**src/rtl/alu_pkg.sv**
```systemverilog
// Shared constants and types for the ALU issue sequencer.
// Holds funct codes, the TotalALU control encodings and the sequencer state type.
package alu_pkg;

  localparam logic [5:0] FUNCT_AND   = 6'd36;
  localparam logic [5:0] FUNCT_OR    = 6'd37;
  localparam logic [5:0] FUNCT_ADD   = 6'd32;
  localparam logic [5:0] FUNCT_SUB   = 6'd34;
  localparam logic [5:0] FUNCT_SLT   = 6'd42;
  localparam logic [5:0] FUNCT_SLL   = 6'd0;
  localparam logic [5:0] FUNCT_SRL   = 6'd2;
  localparam logic [5:0] FUNCT_MULTU = 6'd25;
  localparam logic [5:0] FUNCT_MFHI  = 6'd16;
  localparam logic [5:0] FUNCT_MFLO  = 6'd18;

  localparam logic [2:0] CTRL_AND  = 3'b000;
  localparam logic [2:0] CTRL_OR   = 3'b001;
  localparam logic [2:0] CTRL_ADD  = 3'b010;
  localparam logic [2:0] CTRL_SUB  = 3'b110;
  localparam logic [2:0] CTRL_SLT  = 3'b111;
  localparam logic [2:0] CTRL_NONE = 3'b000;

  typedef enum logic [2:0] {
    ST_IDLE,
    ST_EXEC,
    ST_MCLR,
    ST_MRUN,
    ST_MFHI,
    ST_RESP_HI,
    ST_MFLO,
    ST_RESP
  } seq_state_e;

endpackage

```
**src/rtl/alu_funct_decode.sv**
```systemverilog
// Combinational MIPS funct decoder: TotalALU control code, legality and
// whether the op needs the multi-cycle multiply sequence.
module alu_funct_decode
  import alu_pkg::*;
(
  input  logic [5:0] funct,
  output logic [2:0] control,
  output logic       legal,
  output logic       is_mult
);

  always_comb begin
    control = CTRL_NONE;
    legal   = 1'b1;
    is_mult = 1'b0;
    case (funct)
      FUNCT_AND:   control = CTRL_AND;
      FUNCT_OR:    control = CTRL_OR;
      FUNCT_ADD:   control = CTRL_ADD;
      FUNCT_SUB:   control = CTRL_SUB;
      FUNCT_SLT:   control = CTRL_SLT;
      FUNCT_SLL:   control = CTRL_NONE;
      FUNCT_SRL:   control = CTRL_NONE;
      FUNCT_MULTU: is_mult = 1'b1;
      default:     legal   = 1'b0;
    endcase
  end

endmodule

```
**src/rtl/alu_op_sequencer.sv**
```systemverilog
// Issue stage in front of TotalALU; sequences MULTU as clear, run, MFHI, MFLO.
// Optional perf counters are enabled by defining ALU_SEQ_PERF_EN.
module alu_op_sequencer
  import alu_pkg::*;
#(
  parameter int DATA_W      = 32,
  parameter int MULT_CYCLES = 32,
  parameter int ALU_LAT     = 1
) (
  input  logic              clk,
  input  logic              reset,
  input  logic              op_valid,
  output logic              op_ready,
  input  logic [5:0]        op_funct,
  input  logic [DATA_W-1:0] op_a,
  input  logic [DATA_W-1:0] op_b,
  output logic [DATA_W-1:0] alu_dataA,
  output logic [DATA_W-1:0] alu_dataB,
  output logic [5:0]        alu_signal,
  output logic [2:0]        alu_control,
  output logic              alu_reset,
  input  logic [DATA_W-1:0] alu_output,
  output logic              res_valid,
  input  logic              res_ready,
  output logic [DATA_W-1:0] res_data,
  output logic              res_hi,
  output logic              err_illegal
`ifdef ALU_SEQ_PERF_EN
  ,
  output logic [31:0]       perf_ops,
  output logic [31:0]       perf_busy
`endif
);

  localparam int CNT_MAX = (MULT_CYCLES > ALU_LAT) ? MULT_CYCLES : ALU_LAT;
  localparam int CNT_W   = $clog2(CNT_MAX + 1);
  localparam logic [CNT_W-1:0] LAT_LOAD  = CNT_W'(ALU_LAT - 1);
  localparam logic [CNT_W-1:0] MULT_LOAD = CNT_W'(MULT_CYCLES - 1);

  seq_state_e       state, state_nxt;
  logic [CNT_W-1:0] cnt;
  logic             clr;
  logic [2:0]       dec_control;
  logic             dec_legal, dec_is_mult;
  logic             accept, cnt_zero;

  alu_funct_decode u_dec (
    .funct   (op_funct),
    .control (dec_control),
    .legal   (dec_legal),
    .is_mult (dec_is_mult)
  );

  assign accept    = op_valid && (state == ST_IDLE);
  assign cnt_zero  = (cnt == CNT_W'(0));
  assign op_ready  = (state == ST_IDLE);
  assign alu_reset = reset | clr;

  always_ff @(posedge clk or posedge reset) begin
    if (reset) state <= ST_IDLE;
    else       state <= state_nxt;
  end

  always_comb begin
    state_nxt = state;
    case (state)
      ST_IDLE: begin
        if (!accept)          state_nxt = ST_IDLE;
        else if (!dec_legal)  state_nxt = ST_IDLE;
        else if (dec_is_mult) state_nxt = ST_MCLR;
        else                  state_nxt = ST_EXEC;
      end
      ST_EXEC:    if (cnt_zero) state_nxt = ST_RESP;    else state_nxt = ST_EXEC;
      ST_MCLR:    state_nxt = ST_MRUN;
      ST_MRUN:    if (cnt_zero) state_nxt = ST_MFHI;    else state_nxt = ST_MRUN;
      ST_MFHI:    if (cnt_zero) state_nxt = ST_RESP_HI; else state_nxt = ST_MFHI;
      ST_RESP_HI: if (res_ready) state_nxt = ST_MFLO;   else state_nxt = ST_RESP_HI;
      ST_MFLO:    if (cnt_zero) state_nxt = ST_RESP;    else state_nxt = ST_MFLO;
      ST_RESP:    if (res_ready) state_nxt = ST_IDLE;   else state_nxt = ST_RESP;
      default:    state_nxt = ST_IDLE;
    endcase
  end

  // One counter serves every timed state; it is reloaded on each state entry.
  always_ff @(posedge clk or posedge reset) begin
    if (reset) begin
      cnt <= CNT_W'(0);
    end else if (state_nxt != state) begin
      case (state_nxt)
        ST_EXEC, ST_MFHI, ST_MFLO: cnt <= LAT_LOAD;
        ST_MRUN:                   cnt <= MULT_LOAD;
        default:                   cnt <= CNT_W'(0);
      endcase
    end else if (!cnt_zero) begin
      cnt <= cnt - CNT_W'(1);
    end
  end

  always_ff @(posedge clk or posedge reset) begin
    if (reset) begin
      alu_dataA   <= {DATA_W{1'b0}};
      alu_dataB   <= {DATA_W{1'b0}};
      alu_signal  <= 6'd0;
      alu_control <= 3'd0;
      clr         <= 1'b0;
      res_valid   <= 1'b0;
      res_data    <= {DATA_W{1'b0}};
      res_hi      <= 1'b0;
      err_illegal <= 1'b0;
    end else begin
      err_illegal <= accept && !dec_legal;
      clr         <= accept && dec_legal && dec_is_mult;
      res_valid   <= (state_nxt == ST_RESP) || (state_nxt == ST_RESP_HI);
      if (accept && dec_legal) begin
        alu_dataA   <= op_a;
        alu_dataB   <= op_b;
        alu_signal  <= op_funct;
        alu_control <= dec_control;
      end else if ((state == ST_MRUN) && cnt_zero) begin
        alu_signal  <= FUNCT_MFHI;
      end else if ((state == ST_RESP_HI) && res_ready) begin
        alu_signal  <= FUNCT_MFLO;
      end
      if (((state == ST_EXEC) || (state == ST_MFLO)) && cnt_zero) begin
        res_data <= alu_output;
        res_hi   <= 1'b0;
      end else if ((state == ST_MFHI) && cnt_zero) begin
        res_data <= alu_output;
        res_hi   <= 1'b1;
      end
    end
  end

`ifdef ALU_SEQ_PERF_EN
  // Saturating activity counters.
  always_ff @(posedge clk or posedge reset) begin
    if (reset) begin
      perf_ops  <= 32'd0;
      perf_busy <= 32'd0;
    end else begin
      if (accept && dec_legal && (perf_ops != 32'hFFFF_FFFF)) perf_ops <= perf_ops + 32'd1;
      if ((state != ST_IDLE) && (perf_busy != 32'hFFFF_FFFF)) perf_busy <= perf_busy + 32'd1;
    end
  end
`endif

endmodule
```
**config.mk**
```make
export PLATFORM = sky130hd
export DESIGN_NAME = alu_op_sequencer
export DESIGN_NICKNAME = d
export VERILOG_FILES = /design/src/rtl/alu_pkg.sv /design/src/rtl/alu_funct_decode.sv /design/src/rtl/alu_op_sequencer.sv
export SDC_FILE = /design/constraint.sdc
export NUM_CORES = 1
export LEC_CHECK = 0
export ABC_AREA = 1
export CELL_PAD_IN_SITES_DETAIL_PLACEMENT = 1
export CELL_PAD_IN_SITES_GLOBAL_PLACEMENT = 1
export CORE_MARGIN = 3
export CORE_UTILIZATION = 28
export DETAILED_ROUTE_END_ITERATION = 6
export GPL_TIMING_DRIVEN = 0
export PLACE_DENSITY = 0.82
export SLEW_MARGIN = 40
export SYNTH_ARGS = -nofsm -noshare
export SYNTH_HDL_FRONTEND = slang
export SYNTH_SLANG_ARGS = --single-unit
```
**constraint.sdc**
```tcl
create_clock -name clk -period 3.8 [get_ports clk]
set_clock_uncertainty 0.05 [all_clocks]
set_input_delay 0.57 -clock clk [delete_from_list [all_inputs] [get_ports clk]]
set_output_delay 0.57 -clock clk [all_outputs]
set_load 0.05 [all_outputs]
```
==> metrics.txt <==
# TYPE chip_impl_metric gauge
chip_impl_metric{name="stdcell_area",unit="mm^2"} 0.00784
chip_impl_metric{name="areaGrowthSynthToFinish",unit="%"} 63.3
chip_impl_metric{name="synth_cells",unit=""} 420
chip_impl_info{name="critPathKind",value="reg -> out"} 1
chip_impl_metric{name="hold_viol_final",unit=""} 0
chip_impl_metric{name="peakVddDrop",unit="mV"} 0.421
chip_impl_metric{name="syn-num-nets",unit=""} 528
chip_impl_metric{name="die-width",unit="um"} 137
chip_impl_metric{name="finish.utilization",unit="%"} 47.0
chip_impl_metric{name="initial_utilization",unit="%"} 28.8
chip_impl_metric{name="hpwl",unit="mm"} 12.0
chip_impl_metric{name="period_minus_slack",unit="ns"} 2.78
chip_impl_info{name="synth_top_cells_by_count",value="120 x nand2_1, 118 x dfrtp_1, 64 x mux2_2"} 1
chip_impl_metric{name="drive_gt1_share",unit="%"} 18.1
chip_impl_metric{name="dieArea",unit="mm^2"} 0.0188
chip_impl_metric{name="tightest_slew",unit="ns"} 0.548
chip_impl_info{name="clock_tree.root_cell",value="clkbuf_16"} 1
chip_impl_metric{name="row_count",unit=""} 47
chip_impl_metric{name="drt-vias-per-instance",unit=""} 4.47
chip_impl_metric{name="clock_insertion_delay_worst_skew",unit="ns"} 0.40
chip_impl_metric{name="final-max-slew-violation-count",unit=""} 0
chip_impl_info{name="hold_class",value="reg -> reg"} 1
chip_impl_metric{name="nNetsFinal",unit=""} 763
chip_impl_metric{name="port_buffers",unit=""} 215
chip_impl_metric{name="power_report.internal_total",unit="uW"} 4370
chip_impl_metric{name="top_level_ports",unit=""} 216
chip_impl_metric{name="synthArstFlopShare",unit="%"} 100
chip_impl_metric{name="routed-via-count",unit=""} 3964
chip_impl_metric{name="final_global_route_overflow_total",unit=""} 0
chip_impl_metric{name="timing.final.crit_share",unit="%"} 73.1
chip_impl_metric{name="antenna_viol_nets_final",unit=""} 0
chip_impl_metric{name="globalplace.congestion",unit=""} 0.797
chip_impl_metric{name="globalRouteTotalUtil",unit="%"} 16.2
chip_impl_metric{name="p_seq_share",unit="%"} 26.6
chip_impl_metric{name="drtPass1Iterations",unit=""} 4
chip_impl_metric{name="post_cts_hold_buffer_count",unit=""} 0
chip_impl_metric{name="core_area",unit="mm^2"} 0.0167
chip_impl_metric{name="maxCapViolCount",unit=""} 0
chip_impl_metric{name="netSwitchingFraction",unit="%"} 47.6
chip_impl_info{name="status",value="finished, final reports clean"} 1
chip_impl_metric{name="route.detailed.wl_per_inst",unit="um"} 17.1
chip_impl_metric{name="seq_area_frac_synth",unit="%"} 61.5
chip_impl_metric{name="relSlewSlack",unit="%"} 63.3
chip_impl_metric{name="syn_area_per_cell",unit="um^2"} 11.4
chip_impl_info{name="synthFlopType",value="dfrtp_1"} 1
chip_impl_metric{name="cts_buffers",unit=""} 17
chip_impl_info{name="critPathLaunchType",value="flop"} 1
chip_impl_metric{name="post_synth_instance_area",unit="mm^2"} 0.00480
chip_impl_metric{name="finalSetupViolCount",unit=""} 0
chip_impl_metric{name="critical_path_buf_inv_count",unit=""} 2
chip_impl_metric{name="largest_net_degree_at_the_start_of_global_routing",unit=""} 71
chip_impl_metric{name="grt_pass1_vias",unit=""} 4515
chip_impl_info{name="worstPathCellList",value="inv_2, nand2_1, nor2_1, clkdlybuf4s50_1"} 1
chip_impl_metric{name="postCtsResizedCells",unit=""} 0
chip_impl_metric{name="cts_num_sinks",unit=""} 118
chip_impl_metric{name="p_leak",unit="uW"} 0.00365
chip_impl_info{name="timing.critical_path.max_delay_family",value="buffers and inverters"} 1
chip_impl_metric{name="cts_buffer_depth",unit=""} 2
chip_impl_metric{name="die_h",unit="um"} 137
chip_impl_metric{name="power.net_switching",unit="uW"} 3980
chip_impl_metric{name="timing.critical_path.arrival",unit="ns"} 2.16
chip_impl_metric{name="post-cts-setup-buffer-count",unit=""} 0
chip_impl_metric{name="global_route_wire_length_before_repair",unit="mm"} 23.6
chip_impl_info{name="cts_tree",value="yes"} 1
chip_impl_metric{name="synth_top_cell_area_share",unit="%"} 61.5
chip_impl_info{name="yosysMostFrequentCell",value="nand2_1"} 1
chip_impl_metric{name="grt_antenna_before_repair",unit=""} 0
chip_impl_metric{name="upper_clock_frequency_limit",unit="MHz"} 360
chip_impl_metric{name="drc",unit=""} 0
chip_impl_metric{name="ys_ff_latch",unit=""} 118
chip_impl_metric{name="clkTransAtPathRegs",unit="ns"} 0.06
chip_impl_info{name="synthDominantAreaCellType",value="dfrtp_1"} 1
chip_impl_metric{name="comb_power_share",unit="%"} 54.8
chip_impl_metric{name="crit_fanout",unit=""} 6
chip_impl_metric{name="power_density",unit="mW/mm^2"} 1060
chip_impl_metric{name="clk_pwr_share",unit="%"} 18.6
chip_impl_metric{name="ys_warn_count",unit=""} 0
chip_impl_metric{name="route.final.wire_length",unit="mm"} 15.1
chip_impl_info{name="timing.critical_path.slowest_stage_cell",value="clkdlybuf4s50_1"} 1
chip_impl_info{name="grt_setup_unrepaired",value="no"} 1
chip_impl_metric{name="drt_iter0_markers",unit=""} 85
chip_impl_metric{name="post_synth_edffs",unit=""} 0
chip_impl_metric{name="antenna_cells",unit=""} 0
chip_impl_metric{name="synth_cell_types",unit=""} 30
chip_impl_metric{name="cp_slowest_stage_delay",unit="ns"} 0.84
chip_impl_metric{name="critical_path_required",unit="ns"} 3.18
chip_impl_metric{name="htreeDepth",unit=""} 4
chip_impl_metric{name="dpl_cell_area",unit="mm^2"} 0.00726
chip_impl_info{name="synth_area_leaders",value="dfrtp_1 61%, mux2_2 15%, nand2_1 9.4%, nor2_1 1.7%, nand3_1 1.7%"} 1
chip_impl_info{name="critPathCaptureType",value="output pin"} 1
layer usage:
layer | up-vias | share of wire, % | routed length, um | GRT usage [%]
met2 | 155 | 53 | 8050 | 29.8
met1 | 1948 | 37 | 5570 | 17.1
li1 | 1843 | - | - | -
met3 | 18 | 8.8 | 1330 | 5.96
met5 | - | 0 | 0 | 0
met4 | 0 | 1.3 | 197 | 5.04
kinds of logic after synthesis:
logic type	share of synthesized area (%)
DFF	61.5
adders and majority gates	0.521
muxes	15.0
xor gates and xnor gates	0.912
and+or+nand+nor	16.1
AOI/OAI and AO/OA	2.42
buffers and inverters	3.52
path summary, 6_finish.rpt:
kind | start | end | slack, ns | cells past startpoint
worst max-delay path | state[0] | op_ready | 1.02 | 4
worst min-delay path | res_data[30] | res_data[30] | 0.42 | 2
worst max register to register | cnt[0] | cnt[4] | 1.62 | 11
worst min register to register | res_data[30] | res_data[30] | 0.42 | 2
max in group asynchronous | reset | alu_dataB[31] | 2.45 | 3
min in group asynchronous | reset | res_valid | 0.58 | 2
power groups by stage:
stage          registers (uW)  logic (uW)  clock network (uW)
3_5_place_dp             2240        4630                   0
6_report                 2220        4580                1560
5_1_grt                  2300        4850                1670
2_1_floorplan            4120        1050                   0
4_1_cts                  2230        4630                1590
3_3_place_gp             2180        4490                   0
worst min-delay path: cells and delay by family, from the launching register on:
family	cells	cell delay, ns
simple gates	2	0.09
flops	1	0.34
cell usage in the layout (no fill, tap or decap):
master	Yosys	layout
clkdlybuf4s50_1	0	215
nand2_1	120	120
dfrtp_1	118	118
mux2_2	64	64
nor2_1	22	22
clkbuf_16	0	17
nand3_1	16	16
inv_1	15	14
buf_6	7	7
a21oi_1	7	7
clkbuf_1	6	6
nand2_2	5	5
o21ai_0	5	5
clkinv_4	0	5
inv_2	3	3
nor2_2	3	3
nor3_1	3	3
nand4_1	3	3
xnor2_1	3	3
clkinv_2	0	3
nand3_2	2	2
xor2_1	2	2
o21ai_1	2	2
nand3b_1	2	2
a21o_1	2	2
inv_8	0	2
ha_1	2	2
clkinvlp_4	0	2
bufinv_16	0	2
and3_1	1	1
nor3b_4	1	1
nand2_4	1	1
a21oi_2	1	1
a31oi_1	1	1
o22a_1	1	1
or2_2	1	1
a21boi_0	1	1
inv_6	0	1
buf_16	0	1
per-stage QoR:
step | cells | power, uW | TNS, ns | hold slack [ns] | setup slack, ns
after floorplan | 420 | 5160 | 0 | 0.467 | 0.0509
after global placement | 855 | 6670 | -194.36 | 0.404 | -1.66
after detailed placement | 856 | 6870 | 0 | 0.412 | 1.07
after CTS | 887 | 8460 | 0 | 0.427 | 1.01
after global routing | 887 | 8820 | 0 | 0.459 | 0.911
final | 887 | 8350 | 0 | 0.422 | 1.02
flip-flops by register name, summed over array words and instances, names as in the netlist:
signal	count
alu_control	3
res_hi	1
alu_dataB	32
alu_dataA	32
state	3
res_data	32
alu_signal	6
res_valid	1
clr	1
cnt	6
err_illegal	1
final cells by class:
type / count / area (um^2)
fill: 1796 / 8860
sequential: 118 / 2950
timing repair buffer: 216 / 2180
multi-input combinational: 271 / 1680
clock buffer: 17 / 425
tap: 220 / 275
clock inverter: 14 / 154
buffer: 13 / 101
inverter: 18 / 75.1
Note: power is estimated with default switching activity, not from simulation.
